===== src/rtl/commit_bus_arbiter.sv =====
// Commit bus arbiter: grants one reservation station per cycle and broadcasts its registered commit packet.
// Round-robin by default; define COMMIT_ARB_FIXED_PRIO_EN for lowest-index fixed priority.
`ifndef COMMIT_PACKET_SIZE
`define COMMIT_PACKET_SIZE 32
`endif

module commit_bus_arbiter #(
  parameter int unsigned NUM_STATIONS = 4,
  parameter int unsigned PACKET_WIDTH = `COMMIT_PACKET_SIZE,
  parameter int unsigned PTR_WIDTH    = 3
) (
  input  logic                                 Clock,
  input  logic                                 Reset,
  input  logic [NUM_STATIONS-1:0]              iCommitRequest,
  input  logic [NUM_STATIONS*PACKET_WIDTH-1:0] iCommitData,
  input  logic                                 iCommitStall,
  output logic [NUM_STATIONS-1:0]              oCommitGranted,
  output logic [PACKET_WIDTH-1:0]              oCommitBus,
  output logic                                 oCommitValid,
  output logic                                 oBusy
);

  logic [NUM_STATIONS-1:0] eligible_c;
  logic [PTR_WIDTH-1:0]    start_c;
  logic [PTR_WIDTH-1:0]    win_idx_c;
  logic [PTR_WIDTH-1:0]    wrap_idx_c;
  logic                    win_found_c;
  logic                    any_c;
  logic [NUM_STATIONS-1:0] granted_d;
  logic [PACKET_WIDTH-1:0] bus_d;
  logic                    valid_d;

  // A station granted last cycle still shows its request, so mask it out.
  assign eligible_c = iCommitRequest & ~oCommitGranted;
  assign oBusy      = (|iCommitRequest) | oCommitValid;

`ifdef COMMIT_ARB_FIXED_PRIO_EN
  assign start_c = '0;
`else
  logic [PTR_WIDTH-1:0] priority_q;
  logic [PTR_WIDTH-1:0] priority_d;

  assign start_c = (int'(priority_q) < int'(NUM_STATIONS)) ? priority_q : '0;
`endif

  // Downward scan leaves the lowest eligible index at/after start_c, and the lowest overall for wrap-around.
  always_comb begin
    win_found_c = 1'b0;
    any_c       = 1'b0;
    win_idx_c   = '0;
    wrap_idx_c  = '0;
    for (int i = int'(NUM_STATIONS) - 1; i >= 0; i--) begin
      if (eligible_c[i]) begin
        any_c      = 1'b1;
        wrap_idx_c = PTR_WIDTH'(i);
        if (i >= int'(start_c)) begin
          win_found_c = 1'b1;
          win_idx_c   = PTR_WIDTH'(i);
        end
      end
    end
    if (!win_found_c) begin
      win_idx_c = wrap_idx_c;
    end
  end

  always_comb begin
    granted_d = '0;
    bus_d     = '0;
    valid_d   = 1'b0;
`ifndef COMMIT_ARB_FIXED_PRIO_EN
    priority_d = priority_q;
`endif
    if (!iCommitStall && any_c) begin
      valid_d = 1'b1;
      for (int i = 0; i < int'(NUM_STATIONS); i++) begin
        if (win_idx_c == PTR_WIDTH'(i)) begin
          granted_d[i] = 1'b1;
          bus_d        = iCommitData[i*PACKET_WIDTH +: PACKET_WIDTH];
        end
      end
`ifndef COMMIT_ARB_FIXED_PRIO_EN
      priority_d = (int'(win_idx_c) == int'(NUM_STATIONS) - 1) ? '0 : win_idx_c + PTR_WIDTH'(1);
`endif
    end
  end

  always_ff @(posedge Clock or posedge Reset) begin
    if (Reset) begin
      oCommitGranted <= '0;
      oCommitBus     <= '0;
      oCommitValid   <= 1'b0;
`ifndef COMMIT_ARB_FIXED_PRIO_EN
      priority_q     <= '0;
`endif
    end else begin
      oCommitGranted <= granted_d;
      oCommitBus     <= bus_d;
      oCommitValid   <= valid_d;
`ifndef COMMIT_ARB_FIXED_PRIO_EN
      priority_q     <= priority_d;
`endif
    end
  end

endmodule


===== config.mk =====
export PLATFORM = sky130hd
export DESIGN_NAME = commit_bus_arbiter
export DESIGN_NICKNAME = d
export VERILOG_FILES = /design/src/rtl/commit_bus_arbiter.sv
export SDC_FILE = /design/constraint.sdc
export NUM_CORES = 1
export LEC_CHECK = 0
export CAP_MARGIN = 20
export CORE_MARGIN = 2
export CORE_UTILIZATION = 30
export CTS_BUF_LIST = sky130_fd_sc_hd__clkbuf_2 sky130_fd_sc_hd__clkbuf_4 sky130_fd_sc_hd__clkbuf_8
export CTS_CLUSTER_DIAMETER = 60
export DETAILED_ROUTE_END_ITERATION = 8
export GPL_ROUTABILITY_DRIVEN = 0
export GPL_TIMING_DRIVEN = 0
export PLACE_DENSITY_LB_ADDON = 0.05
export SETUP_SLACK_MARGIN = 0.05
export SLEW_MARGIN = 15
export SYNTH_ARGS = -nofsm -noshare
export SYNTH_HDL_FRONTEND = slang
export SYNTH_SLANG_ARGS = --single-unit

===== constraint.sdc =====
create_clock -name Clock -period 5.3 [get_ports Clock]
set_clock_uncertainty 0.15 [all_clocks]
set_input_delay 0.53 -clock Clock [delete_from_list [all_inputs] [get_ports Clock]]
set_output_delay 0.53 -clock Clock [all_outputs]
set_load 0.01 [all_outputs]

# Yosys cells after proc, flatten, opt, wreduce, memory -nomap -nowiden

Index checks and enable logic that the tools add are counted.

Flip-flop bits (word level): 40
Bits of input ports: 135
Output and inout bits: 38
Logic and storage cells: 59

$add $sub $neg: 1
Magnitude comparators: 5
Equal/unequal tests: 4
Multiplexer cells: 38
Bitwise operators: 3
Reduce and logical (&&, ||, !) cells: 4

Operators by type and width:

| cell                  | count |
|---|---|
| $mux W32              | 5 |
| $mux W3               | 12 |
| $mux W1               | 17 |
| $eq A3 B2 Y1 const B  | 2 |
| $ge A1 B3 Y1 const A  | 2 |
| $ge A2 B3 Y1 const A  | 2 |
| $mux W2               | 3 |
| $and A4 B4 Y4         | 1 |
| $mux W4               | 1 |
| $not A4 Y4            | 1 |
| $reduce_or A4 Y1      | 1 |
| $add A3 B1 Y3 const B | 1 |
| $eq A3 B1 Y1 const B  | 1 |
| $eq A3 B3 Y1 const B  | 1 |
| $logic_not A3 Y1      | 1 |
| $lt A3 B3 Y1 const B  | 1 |
| $logic_and A1 B1 Y1   | 1 |
| $logic_not A1 Y1      | 1 |
| $or A1 B1 Y1          | 1 |

# Logic depth before layout (Yosys ltp)

Depth in word-level cells: 18
Gate-level depth with buffers: 11
Mapped depth without buffers: 9

# Worst setup path before layout

Ideal clock, no wire load.

Kind: input-to-reg
From: input port iCommitRequest[2]
To: register oCommitBus[31]
Library setup time: 0.073 ns
Arrival time: 2.238 ns
Required time: 5.077 ns
Setup slack: 2.839 ns
Cell stages on the path: 10
Buffers on the path: 2
Cell sequence: nand2b_1 mux2_2 o221a_2 ha_1 buf_6 nor2b_4 buf_6 a221oi_1 a211o_1 a21oi_2

Word-level cells in the longest chain between the ends: 13
Elaborated cells on any way between the ends: 28
Classes of those cells: 3 x eq/ne; 22 x mux; 1 x bitwise; 2 x reduce/logical

Ends and longest elaborated chain:

| element                                   | RTL line | text |
|---|---|---|
| start: declaration                        | 14       | `input logic [NUM_STATIONS-1:0] iCommitRequest,` |
| $and A4 B4 Y4 (*)                         | 34       | `assign eligible_c = iCommitRequest & ~oCommitGranted;` |
| $mux W3 / $mux W1 (equally long branches) | 53       | `if (eligible_c[i]) begin` |
| $mux W3 / $mux W1 (equally long branches) | 56       | `if (i >= int'(start_c)) begin` |
| $mux W3 / $mux W1 (equally long branches) | 53       |  |
| $mux W3 / $mux W1 (equally long branches) | 56       |  |
| $mux W3 / $mux W1 (equally long branches) | 53       |  |
| $mux W3                                   | 62       | `if (!win_found_c) begin` |
| $logic_not A3 Y1                          | 77       | `if (win_idx_c == PTR_WIDTH'(i)) begin` |
| $mux W32 (4 in a row)                     | 77       |  |
| $mux W32 (*)                              | 74       | `if (!iCommitStall && any_c) begin` |
| named net bus_d[31]                       | 30       | `logic [PACKET_WIDTH-1:0] bus_d;` |
| end signal: assignment                    | 98       | `oCommitBus <= bus_d;` |
| end: declaration                          | 18       | `output logic [PACKET_WIDTH-1:0] oCommitBus,` |

Mark *: on every way through the listed nets, which the timed path passes. The rest lies on a longest branch.
A chain may end at the register's enable or synchronous reset.

# Worst setup path in the final report

From: input port iCommitRequest[2]
To: register oCommitBus[20]

The elaborated chain is that of the path after synthesis.

==> impl_metrics.json <==
{
  "setup_tns_ns": 0,
  "antenna_cells": 0,
  "die_w_microns": 92.79,
  "clk_latency_ns": 0.29,
  "worstPathArrival_ns": 3.03,
  "synth_fp_nets": 401,
  "hold_buffers": 0,
  "start_util_pct": 30.76,
  "grt_pass1_vias": 2588,
  "setup_ws_ns": 2.321,
  "core_sq_um": 7687,
  "maxCapViolCount": 0,
  "drt_iter0_markers": 65,
  "final_nets": 581,
  "drc": 0,
  "drt_first_pass_iters": 4,
  "max_freq_ghz": 0.3356,
  "vdd_drop_max_mv": 0.1811,
  "crit_type": "input port to flip-flop",
  "syn_to_final_growth_pct": 82.80,
  "post_cts_buffers": 0,
  "post-dp-hpwl_mm": 6.418,
  "viasPerCell": 4.928,
  "power_mw": 1.857,
  "path_clk_slew_ns": 0.08,
  "critPathLaunchType": "input port",
  "hold_viol_final": 0,
  "cts_buffers": 5,
  "grt_max_degree": 33,
  "syn_area_per_cell_sq_um": 9.026,
  "finalNonFillerCells": 545,
  "dpl.cell_count": 537,
  "cp-startpoint": "iCommitRequest[2]",
  "synth_cell_type_count": 32,
  "total_leakage_power_nw": 1.883,
  "post_cts_resized": 0,
  "die_area_sq_um": 8609,
  "final_util_pct": 56.23,
  "powerDensity_nw_per_um2": 429.5,
  "io_pins": 173,
  "cts_sinks": 39,
  "rows": 32,
  "root_buffer": "clkbuf_8",
  "grt_pass1_wl_mm": 13.12,
  "drv_slew": 0,
  "fin_hold_ws_ns": 0.3105,
  "antenna_found_initial": 0,
  "htree_levels": 2,
  "wire_per_inst_microns": 15.61,
  "required_ns": 5.35,
  "worst_pin_slew_ns": 0.5345,
  "antenna_left": 0,
  "place_area_sq_um": 4234,
  "status": "finished clean",
  "fin_area_sq_um": 4323,
  "nFillCells": 729,
  "endpoint_kind": "flip-flop",
  "io_buffer_count": 172,
  "die_h_microns": 92.79,
  "drive_gt1_share_pct": 7.675,
  "vias": 2686,
  "period_minus_slack_ns": 2.979,
  "synth.cell_area_sq_um": 2365,
  "wl_mm": 8.509,
  "synthCells": 262,
  "synth_warnings": 0,
  "place_ws_ns": 2.027,
  "final.period_utilization_pct": 56.21,
  "clk_path_buf_depth": 2,
  "ys_ff_latch": 39,
  "relSlewSlack_pct": 64.37,
  "timing.rr.start": "oCommitGranted[2]",
  "cts_tree": "done",
  "grt_setup_unrepaired": "false",
  "cp_max_fo": 10,
  "setup_viol": 0,
  "r2r_cells": 10,
  "synth_seq_area_share_pct": 41.27,
  "grt_overflow_total": 0,
  "grtUsageTotal_pct": 19.46,
  "worstHoldPathType": "input port to asynchronous set/reset pin"
}
## final timing paths
kind	endpoint	slack (ns)
setup reg to reg	oCommitBus[20]	2.58
max in group asynchronous	oCommitBus[15]	4.26
min in group Clock	priority_q[0]	0.41
hold reg to reg	priority_q[0]	0.41
setup / recovery	oCommitBus[20]	2.32
hold / removal	oCommitBus[23]	0.31
## registers in the layout (all words and copies together), names as in the netlist
name and count:
priority_q 2, oCommitValid 1, oCommitGranted 4, oCommitBus 32
## cells in the mapped netlist
| cell type | count | area [sq um] |
|---|---|---|
| nor2b_4 | 1 | 13.76 |
| nand2_1 | 35 | 131.4 |
| a211o_1 | 31 | 271.5 |
| nor3b_1 | 1 | 7.510 |
| buf_4 | 1 | 7.510 |
| buf_1 | 1 | 3.750 |
| nand2b_1 | 4 | 25.02 |
| o21a_1 | 1 | 7.510 |
| nor3_1 | 1 | 5.000 |
| a221oi_1 | 26 | 227.7 |
| inv_1 | 35 | 131.4 |
| mux2_2 | 1 | 11.26 |
| nor2b_1 | 1 | 6.260 |
| o21ai_0 | 4 | 20.02 |
| a41o_1 | 1 | 10.01 |
| a21o_1 | 1 | 7.510 |
| dfrtp_1 | 39 | 975.9 |
| and2_1 | 4 | 25.02 |
| ha_1 | 4 | 50.05 |
| buf_2 | 9 | 45.04 |
| a21boi_0 | 1 | 7.510 |
| clkbuf_1 | 10 | 37.54 |
| a21oi_2 | 1 | 8.760 |
| a21oi_1 | 33 | 165.2 |
| nand3b_1 | 1 | 7.510 |
| a22oi_1 | 1 | 7.510 |
| buf_6 | 4 | 45.04 |
| nor2_1 | 2 | 7.510 |
| inv_2 | 1 | 3.750 |
| o221a_2 | 1 | 11.26 |
| a221oi_2 | 5 | 75.07 |
| o21ai_1 | 1 | 5.000 |
## cell usage in the layout, fill, tap and decap left out
cell type / netlist / layout
clkdlybuf4s50_1: 0 / 172
dfrtp_1: 39 / 39
nand2_1: 35 / 35
inv_1: 35 / 34
a21oi_1: 33 / 33
a211o_1: 31 / 31
a221oi_1: 26 / 26
clkbuf_1: 10 / 10
buf_2: 9 / 9
a221oi_2: 5 / 5
clkbuf_8: 0 / 5
nand2b_1: 4 / 4
o21ai_0: 4 / 4
buf_6: 4 / 4
and2_1: 4 / 4
ha_1: 4 / 4
inv_2: 1 / 2
nor2_1: 2 / 2
clkbuf_4: 0 / 2
a41o_1: 1 / 1
mux2_2: 1 / 1
nand3b_1: 1 / 1
nor2b_1: 1 / 1
nor3b_1: 1 / 1
o221a_2: 1 / 1
a21boi_0: 1 / 1
o21a_1: 1 / 1
a21o_1: 1 / 1
a22oi_1: 1 / 1
nor2b_4: 1 / 1
buf_1: 1 / 1
buf_4: 1 / 1
a21oi_2: 1 / 1
nor3_1: 1 / 1
o21ai_1: 1 / 1
clkinv_2: 0 / 1
buf_12: 0 / 1
## metal layers
metal	part of all wire [%]	vias to the layer above	wire, microns	track usage [%]
li1	-	1298	-	-
met2	50	121	4258	34.42
met4	1.1	0	95	5.147
met1	40	1260	3380	22.96
met3	9.1	7	774	5.696
met5	0	-	0	0
## worst max-delay path, cell delays in order
cell	delay, ns
clkdlybuf4s50_1	0.50
nand2b_1	0.10
mux2_2	0.27
o221a_2	0.31
inv_1	0.10
ha_1	0.18
buf_2	0.25
buf_2	0.29
a221oi_1	0.08
a211o_1	0.27
a21oi_1	0.15
## cells by family (layout without fill, tap and decap cells)
logic type / after synthesis / count (layout) / share of synthesized area, %
AO/OA/AOI/OAI: 107 / 107 / 34.87
adder cells (fa/ha/maj): 4 / 4 / 2.116
buffers and inverters: 61 / 242 / 11.59
flip-flops: 39 / 39 / 41.27
multiplexers: 1 / 1 / 0.4762
AND/OR/NAND/NOR: 50 / 50 / 9.683
## layout make-up
cell class / instances / area, sq um / share of cell area, %
Buffer: 25 / 138.9 / 3.213
Clock buffer: 7 / 83.83 / 1.939
Clock inverter: 1 / 5.005 / 0.1158
Inverter: 36 / 135.1 / 3.126
Multi-Input combinational cell: 162 / 1115 / 25.79
Sequential cell: 39 / 975.9 / 22.58
Tap cell: 102 / 127.6 / 2.952
Timing Repair Buffer: 173 / 1742 / 40.29
## power by group
| group | switching, mW | internal (mW) |
|---|---|---|
| clock | 0.104 | 0.103 |
| combinational | 0.577 | 0.628 |
| sequential | 0.0358 | 0.409 |
| total | 0.717 | 1.14 |
(Power assumes the default switching activity.)
